==> src/rtl/kyber_ntt_pkg.sv <==
// Shared encodings for the Kyber NTT datapath: address generator modes,
// transform geometry and the job sequencer state encoding.
package kyber_ntt_pkg;

  localparam int unsigned NUM_LAYERS = 7;
  localparam int unsigned NUM_COEFFS = 256;

  localparam logic [1:0] MODE_NTT  = 2'b00;
  localparam logic [1:0] MODE_INTT = 2'b01;
  localparam logic [1:0] MODE_IN   = 2'b10;
  localparam logic [1:0] MODE_OUT  = 2'b11;

  typedef enum logic [2:0] {
    StIdle,
    StLoad,
    StPrep,
    StRun,
    StNext,
    StStore,
    StDone
  } seq_state_e;

endpackage

==> src/rtl/ntt_beat_counter.sv <==
// Handshake beat counter with synchronous clear and a terminal-count flag that
// fires on the beat that completes the phase.
module ntt_beat_counter #(
  parameter int unsigned CNT_W    = 9,
  parameter int unsigned TERMINAL = 256
) (
  input  logic clk,
  input  logic rst,
  input  logic clear,
  input  logic inc,
  output logic last
);

  logic [CNT_W-1:0] count_q, count_d;

  always_comb begin
    count_d = count_q;
    if (clear) begin
      count_d = '0;
    end else if (inc) begin
      count_d = count_q + CNT_W'(1);
    end
  end

  always_ff @(posedge clk or posedge rst) begin
    if (rst) begin
      count_q <= '0;
    end else begin
      count_q <= count_d;
    end
  end

  assign last = inc && (count_q == CNT_W'(TERMINAL - 1));

endmodule

==> src/rtl/ntt_seq_ctrl.sv <==
// Job sequencer for one Kyber transform: load coefficients, step the address
// generator through every butterfly layer, then stream the results out.
module ntt_seq_ctrl #(
  parameter int unsigned NUM_LAYERS = kyber_ntt_pkg::NUM_LAYERS,
  parameter int unsigned NUM_COEFFS = kyber_ntt_pkg::NUM_COEFFS,
  parameter int unsigned LAYER_W    = 3
) (
  input  logic               clk,
  input  logic               rst,
  input  logic               start,
  input  logic               op_intt,
  input  logic               abort,
  input  logic               ld_valid,
  output logic               ld_ready,
  input  logic               st_ready,
  output logic               st_valid,
  input  logic               ag_done,
  output logic [1:0]         ag_mode,
  output logic               ag_newloop,
  output logic [LAYER_W-1:0] layer,
  output logic [6:0]         zeta_base,
  output logic               busy,
  output logic               done
);

  import kyber_ntt_pkg::*;

  localparam logic [LAYER_W-1:0] LastLayer = LAYER_W'(NUM_LAYERS - 1);

  seq_state_e         state_q, state_d;
  logic               op_q, op_d;
  logic [LAYER_W-1:0] layer_q, layer_d;
  logic [6:0]         zeta_q, zeta_d;
  logic               beat_clear, beat_inc, beat_last;

  // Forward transform walks twiddle bases upward, inverse walks them downward.
  function automatic logic [6:0] zeta_of(input logic intt, input logic [LAYER_W-1:0] l);
    logic [LAYER_W-1:0] sh;
    sh = intt ? (LastLayer - l) : l;
    return 7'(1) << sh;
  endfunction

  assign beat_inc   = ((state_q == StLoad) && ld_valid) || ((state_q == StStore) && st_ready);
  assign beat_clear = abort || (state_q == StIdle) || (state_q == StNext);

  ntt_beat_counter #(
    .CNT_W    (9),
    .TERMINAL (NUM_COEFFS)
  ) u_beat_counter (
    .clk   (clk),
    .rst   (rst),
    .clear (beat_clear),
    .inc   (beat_inc),
    .last  (beat_last)
  );

  always_comb begin
    state_d = state_q;
    op_d    = op_q;
    layer_d = layer_q;
    zeta_d  = zeta_q;
    case (state_q)
      StIdle: begin
        if (start) begin
          op_d    = op_intt;
          layer_d = '0;
          zeta_d  = zeta_of(op_intt, '0);
          state_d = StLoad;
        end
      end
      StLoad:  if (beat_last) state_d = StPrep;
      StPrep:  state_d = StRun;
      StRun:   if (ag_done) state_d = StNext;
      StNext: begin
        if (layer_q == LastLayer) begin
          state_d = StStore;
        end else begin
          layer_d = layer_q + LAYER_W'(1);
          zeta_d  = zeta_of(op_q, layer_q + LAYER_W'(1));
          state_d = StPrep;
        end
      end
      StStore: if (beat_last) state_d = StDone;
      StDone:  state_d = StIdle;
      default: state_d = StIdle;
    endcase
    if (abort) begin
      state_d = StIdle;
      layer_d = '0;
      zeta_d  = '0;
    end
  end

  always_ff @(posedge clk or posedge rst) begin
    if (rst) begin
      state_q <= StIdle;
      op_q    <= 1'b0;
      layer_q <= '0;
      zeta_q  <= '0;
    end else begin
      state_q <= state_d;
      op_q    <= op_d;
      layer_q <= layer_d;
      zeta_q  <= zeta_d;
    end
  end

  // Handshake and mode outputs depend only on registered state.
  always_comb begin
    ld_ready   = 1'b0;
    st_valid   = 1'b0;
    busy       = 1'b1;
    done       = 1'b0;
    ag_newloop = 1'b0;
    ag_mode    = op_q ? MODE_INTT : MODE_NTT;
    case (state_q)
      StIdle: begin
        busy       = 1'b0;
        ag_newloop = 1'b1;
        ag_mode    = MODE_IN;
      end
      StLoad: begin
        ld_ready = 1'b1;
        ag_mode  = MODE_IN;
      end
      StPrep:  ag_newloop = 1'b1;
      StRun, StNext: begin
      end
      StStore: begin
        st_valid = 1'b1;
        ag_mode  = MODE_OUT;
      end
      StDone: begin
        done       = 1'b1;
        ag_newloop = 1'b1;
        ag_mode    = MODE_IN;
      end
      default: begin
        busy       = 1'b0;
        ag_newloop = 1'b1;
        ag_mode    = MODE_IN;
      end
    endcase
  end

  assign layer     = layer_q;
  assign zeta_base = zeta_q;

endmodule

==> config.mk <==
export PLATFORM = sky130hd
export DESIGN_NAME = ntt_seq_ctrl
export DESIGN_NICKNAME = d
export VERILOG_FILES = /design/src/rtl/kyber_ntt_pkg.sv /design/src/rtl/ntt_beat_counter.sv /design/src/rtl/ntt_seq_ctrl.sv
export SDC_FILE = /design/constraint.sdc
export NUM_CORES = 1
export LEC_CHECK = 0
export BUFFER_PORTS_ARGS = -buffer_cell sky130_fd_sc_hd__buf_2
export CORE_MARGIN = 1.5
export CORE_UTILIZATION = 45
export DETAILED_ROUTE_END_ITERATION = 10
export GPL_TIMING_DRIVEN = 0
export PLACE_DENSITY_LB_ADDON = 0.05
export SLEW_MARGIN = 20
export SYNTH_ARGS = -nofsm -noshare
export SYNTH_HDL_FRONTEND = slang
export SYNTH_SLANG_ARGS = --single-unit
==> constraint.sdc <==
create_clock -name clk -period 2 [get_ports clk]
set_clock_uncertainty 0.2 [all_clocks]
set_input_delay 0 -clock clk [delete_from_list [all_inputs] [get_ports clk]]
set_output_delay 0 -clock clk [all_outputs]
set_load 0.01 [all_outputs]
==> results.txt, run 1 <==
Status - finished clean
Synth async-reset ratio - 100%
Cell family with most CP delay - compound AO/OA/AOI/OAI gates
Initial core utilization - 47.1%
Max Cap Violations - 0
Setup slack after layout - 141 ps
Worst Path Required - 2030 ps
Synth top cells by count - 23 x dfrtp_1, 20 x nor2_1, 14 x nand2_1, 9 x o21ai_0, 8 x xnor2_1
Pwr Density - 604 nW/um^2
Syn_nets - 164
Synthesized flop and latch total - 23
CP Launch Type - register
Later-pin clock latency in the skew report - 320 ps
Synth area leaders - dfrtp_1 40%, nor2_1 5.2%, xnor2_1 4.9%, nand2_1 3.7%, ha_1 3.5%
Largest net degree at the start of global routing - 24
Synth-to-layout area growth - 20.4%
CTS clk-pin slew, worst paths - 140 ps
DP HPWL - 2240 um
Number of global-route vias before repair - 1178
CP Class - reg -> reg
Routed WL - 3120 um
WHS - 201 ps
Starting DRT DRC Count - 45
Root Driver - clkbuf_4
Finished Cell Area - 1730 sq um
Worst path max stage delay - 420 ps
Pleak - 0.780 nW
Gr usage total - 19.3%
# H-tree levels - 1
GPL Wtd Cong - 0.826
Actual slew at the worst max-slew pin - 902 ps
Yosys top cell area share - 40.0%
R2R Setup Slk - 140 ps
Die Y - 59.5 um
Global route overflow - 0
Dpl cells - 219
Fin. max-slew vios - 0
Antenna Cells - 0
Pre-CTS WS - -85.0 ps
R2R Path Start - layer[0]$_DFFE_PP0P_
Detailed Routing Iterations Pass 1 - 4
Drt wl/cell - 13.5 um
Post-synth EDFFs - 0
Final period utilization - 93.0%
CP Data Arrival Time - 1890 ps
Post-layout net count - 201
Syn Inst Count - 152
Die area - 3550 sq um
Synth Warn # - 0
# IOs - 25
Rows - 20
Maximum VDD drop - 0.342 mV
Synth Flop Type - dfrtp_1
Initial antenna violation count - 0
Total negative slack - 0 ps
# DRC - 0
R2R depth - 6
Chip Width - 59.5 um
Worst Path Max Fanout - 5
Count of cell types in the netlist - 44
Layout cells sized above 1 - 26.6%
Bufs and invs on worst path - 1
CTS tree - yes
Via count - 1241
Fmax - 538 MHz
Placeable Area - 3050 sq um
Post-Syn Area per Cell - 9.47 sq um
Reg-to-Reg End - zeta_base[2]$_DFFE_PP0P_
Count leader, synth - dfrtp_1
Final Setup Violations - 0
First-pass GRT wire length - 5260 um
Placed inst area - 1610 sq um
Yosys top cell by area - dfrtp_1
# clock sinks - 23
Antenna violation net count after detailed routing - 0
CP max-delay cell - dfrtp_2
Relative slew slack - 39.8%
Via/cell ratio - 5.35
Clk buf depth - 2
Final hold viol count - 0
Final core utilization - 56.8%
Minimum clock period - 1860 ps
Synth Cell Area - 1440 sq um
Crit end category - register
Worst min path class - in -> async
Tot Pwr - 1.05 mW
RSZ-0062 raised after global routing - false
IO buf count - 23
Num CTS Buffers - 3
Sequential-to-total area share from yosys stat - 40.0%
CP Cell Sequence - inv_1 > ha_1 > and3_1 > o21ai_0 > a21boi_1 > a22o_1
Final Non-Filler Cells - 232
## report_power, final
group	internal [mW]	leakage, nW	switching [mW]
Clock	0.0749	0.0177	0.160
Sequential	0.488	0.314	0.0226
Combinational	0.123	0.448	0.179
Total	0.686	0.780	0.361
## placed cells by master, fill, tap and decap left out, types with 2 or more instances in the layout
| cell | n |
|---|---|
| xnor2_1 | 8 |
| nand2_1 | 14 |
| buf_4 | 4 |
| clkbuf_1 | 2 |
| buf_2 | 25 |
| nand3_1 | 7 |
| nor2b_1 | 2 |
| o21ai_0 | 9 |
| dfrtp_1 | 22 |
| a21boi_1 | 2 |
| and3_1 | 4 |
| nor4_1 | 2 |
| or2_2 | 2 |
| a21oi_1 | 6 |
| ha_1 | 3 |
| a22o_1 | 4 |
| nor2_1 | 19 |
| dlygate4sd3_1 | 7 |
| nor3_1 | 3 |
| a21o_1 | 2 |
| buf_6 | 2 |
| clkbuf_4 | 3 |
| nand2b_1 | 2 |
| inv_1 | 6 |
## worst min-delay path, delay by kind of cell
kind | cells | cell delay (ps)
buf+inv | 3 | 1300
## cell families after synthesis
| group | after synthesis | synth area share [%] |
|---|---|---|
| adder cells (fa/ha/maj) | 4 | 3.48 |
| flip-flops | 23 | 40.0 |
| AND/OR/NAND/NOR | 65 | 25.1 |
| XOR/XNOR | 8 | 4.87 |
| multiplexers | 2 | 2.35 |
| buffers and inverters | 14 | 5.39 |
| AO/OA/AOI/OAI | 36 | 18.8 |
## layer usage
metal | GRT usage, % | vias to the layer above | wire (um) | share of wire (%)
met5 | 0 | - | 0 | 0
met4 | 6.98 | 0 | 19 | 0.61
met3 | 2.84 | 2 | 109 | 3.5
met2 | 31.7 | 29 | 1450 | 46
met1 | 25.7 | 593 | 1540 | 49
li1 | - | 617 | - | -
## state kept, by name, summed over array words and instances, names as in the netlist
name and flops:
u_beat_counter.count_q 9, op_q 1, layer 3, state_q 3, zeta_base 7
## repair_timing
| item | 4_1_cts | 5_1_grt |
|---|---|---|
| setup buffers | 1 | 1 |
| pin swaps | 0 | 1 |
| hold buffers | 7 | 0 |
| endpoints found under the setup margin | 4 | 5 |
| resized for setup | 1 | 5 |
| hold endpoints to repair | 36 | 0 |
## how the worst max path moves through the flow
| stage | startpoint | end | slack (ps) | cells after the start |
|---|---|---|---|---|
| floorplan | layer[0]$_DFFE_PP0P_ | zeta_base[6]$_DFFE_PP0P_ | 100 | 6 |
| global placement | layer[0]$_DFFE_PP0P_ | zeta_base[2]$_DFFE_PP0P_ | -30 | 6 |
| detailed placement | layer[0]$_DFFE_PP0P_ | zeta_base[2]$_DFFE_PP0P_ | -80 | 6 |
| CTS | state_q[1]$_DFFE_PP0P_ | layer[2]$_DFFE_PP0P_ | 70 | 6 |
| global route | layer[0]$_DFFE_PP0P_ | zeta_base[2]$_DFFE_PP0P_ | 0.05 | 6 |
| finish | layer[0]$_DFFE_PP0P_ | zeta_base[2]$_DFFE_PP0P_ | 140 | 6 |
## layout make-up
type                    count  area [sq um]
plain buffers               8          55.1
inverters                   6          22.5
clock buffers               3          22.5
well taps                  44          55.1
flip-flops and latches     23           577
clock inverters             1          5.00
fillers                   300          1320
repair buffers             32           200
multi-input cells         115           796
Power figures use the tool's default switching activity.
==> run 2, diff against run 1 <==
--- a/config.mk
+++ b/config.mk
@@ -9,3 +9,3 @@
 export CORE_MARGIN = 1.5
-export CORE_UTILIZATION = 45
+export CORE_UTILIZATION = 40
 export DETAILED_ROUTE_END_ITERATION = 10
==> constraint.sdc (replaced) <==
create_clock -name clk -period 2 [get_ports clk]
set_clock_uncertainty 0.2 [all_clocks]
set_input_delay 0.5 -clock clk [delete_from_list [all_inputs] [get_ports clk]]
set_output_delay 0.5 -clock clk [all_outputs]
set_load 0.01 [all_outputs]
==> run 2 against run 1 <==
Effect of this change: the flow now finishes with violations (setup timing); sequential share of layout area decreased by 4.3 points; critical endpoint is now ag_mode[0]; count of clock-buffer cells in the layout unchanged; largest cell class unchanged; register-to-register slack got worse by 190 ps.
==> results.txt, run 2 (synthesized netlist as in run 1, its figures left out) <==
Synth-to-layout area growth - 38.3%
Global route overflow - 0 (unchanged)
Actual slew at the worst max-slew pin - 918 ps (+16.6 ps)
RSZ-0062 raised after global routing - true
Via count - 1309 (+5.5%)
Hold Buf Count CTS - 0 (-7)
Fin. max-slew vios - 0 (unchanged)
Final Non-Filler Cells - 250 (+7.8%)
Root Driver - clkbuf_4
Starting DRT DRC Count - 93 (+110%)
Most frequent cells in the layout - 24 x buf_2, 22 x dfrtp_1, 19 x buf_4
GPL Wtd Cong - 0.800 (-3.2%)
Rows - 21 (+5.0%)
DP HPWL - 2310 um (+3.3%)
Num CTS Buffers - 3 (unchanged)
CTS tree - yes
# clock sinks - 23 (unchanged)
Top reg by flops - u_beat_counter.count_q
# DRC - 0 (unchanged)
R2R Path Start - state_q[2]$_DFFE_PP0P_
Status - finished, violations left
WL met1 - 1750 um (+14%)
Number of global-route vias before repair - 1275 (+8.2%)
Minimum clock period - 2110 ps (+256 ps)
Setup slack after layout - -115 ps (-256 ps)
Chip Width - 63.0 um (+5.8%)
CP max-delay cell - dfrtp_1
Met3 WL - 120 um (+10%)
Initial core utilization - 42.5% (-4.7 points)
CP Class - reg -> out
Worst path max stage delay - 420 ps (about the same)
Final core utilization - 58.7% (+2.0 points)
CP Data Arrival Time - 1410 ps (-480 ps)
IO buf count - 23 (unchanged)
Total negative slack - -357 ps (-357 ps)
Die Y - 63.0 um (+5.8%)
Routed WL - 3610 um (+16%)
Pre-CTS WS - -59.6 ps (+25.4 ps)
Maximum VDD drop - 0.259 mV (-24%)
Initial antenna violation count - 0 (unchanged)
Die area - 3970 sq um (+12%)
Detailed Routing Iterations Pass 1 - 6 (+2)
Later-pin clock latency in the skew report - 330 ps (about the same)
Fmax - 473 MHz (-12%)
Relative slew slack - 38.7% (-1.1 points)
Largest net degree at the start of global routing - 24 (unchanged)
Max layer used - met4
Dpl cells - 221 (+0.91%)
Max Cap Violations - 0 (unchanged)
Max reg flops - 9 (unchanged)
Tot Pwr - 1.17 mW (+12%)
Placeable Area - 3390 sq um (+11%)
Crit end category - output pin
# IOs - 25 (unchanged)
Metal2 WL - 1700 um (+17%)
CTS clk-pin slew, worst paths - 150 ps (about the same)
Worst Path Max Fanout - 10 (+5)
Via/cell ratio - 5.24 (-2.1%)
Most frequent CP cell - o21ai_1
Antenna Cells - 0 (unchanged)
Final hold viol count - 0 (unchanged)
Layout cells sized above 1 - 43.6% (+17 points)
# H-tree levels - 1 (unchanged)
Worst Setup SP - state_q[1]$_DFFE_PP0P_
Final period utilization - 106% (+13 points)
Post-layout net count - 217 (+8.0%)
Pleak - 0.910 nW (+17%)
R2R Setup Slk - -50 ps (-190 ps)
Clk buf depth - 2 (unchanged)
CP Cell Sequence - buf_6 > nor3b_4 > o21ai_1 > o21ai_1 > buf_2
Final Setup Violations - 8 (+8)
Worst Path Required - 1300 ps (-730 ps)
Drt wl/cell - 14.4 um (+7.2%)
First-pass GRT wire length - 6050 um (+15%)
CP Launch Type - register
Pwr Density - 590 nW/um^2 (-2.4%)
Failing checks - setup timing
Commonest non-fill, non-tap cell in the layout - buf_2
Gr usage total - 19.1% (-0.19 points)
Antenna violation net count after detailed routing - 0 (unchanged)
Worst min path class - in -> async
-- run 2: cell types whose count changed in the layout (fill, tap and decap cells not counted), sizes merged --
| cell | change |
|---|---|
| buf | +24 |
| clkbuf | -1 |
| dlygate4sd3 | -7 |
-- run 2: layout make-up --
type / count / area (sq um)
multi-input cells: 115 / 896
inverters: 6 / 27.5
fillers: 315 / 1400
plain buffers: 6 / 63.8
well taps: 46 / 57.6
flip-flops and latches: 23 / 577
clock buffers: 3 / 22.5
clock inverters: 1 / 5.00
repair buffers: 50 / 342
-- run 2: per-layer routing --
layer  vias to the layer above  GRT usage, %
li1                        654             -
met1                       622          26.1
met2                        29          30.7
met3                         4          2.34
met4                         0          7.50
met5                         -             0
-- run 2: path summary, 6_finish.rpt --
| check | endpoint | cells past startpoint |
|---|---|---|
| max in group asynchronous | layer[0]$_DFFE_PP0P_ | 2 |
| worst min register to register | zeta_base[4]$_DFFE_PP0P_ | 2 |
| worst min-delay path | zeta_base[6]$_DFFE_PP0P_ | 2 |
| worst max-delay path | ag_mode[0] | 5 |
| min in group clk | state_q[0]$_DFFE_PP0P_ | 2 |
| worst max register to register | u_beat_counter.count_q[5]$_DFFE_PP0P_ | 8 |
-- run 2: worst max-delay path: cells and delay by family (launching register included) --
family | cells | cell delay (ps)
buffers and inverters | 2 | 300
AND/OR/NAND/NOR | 1 | 200
AO/OA/AOI/OAI | 2 | 180
flip-flops | 1 | 420
-- run 2: timing repair --
item	4_1_cts	5_1_grt
pin swaps	6	13
setup endpoints to repair	12	24
cloned	0	1
buffers inserted	11	15
resized for setup	22	28
-- run 2: stage by stage --
step / instance area, sq um / hold WS, ps
finish: 1990 / 143
global route: 1990 / 167
CTS: 1770 / 171
detailed placement: 1610 / 271
global placement: 1610 / 267
floorplan: 1440 / 302
-- run 2: report_power, final --
group          total (mW)  internal (mW)  switching, mW
sequential          0.509          0.488         0.0210
combinational       0.432          0.199          0.233
clock               0.232         0.0750          0.157
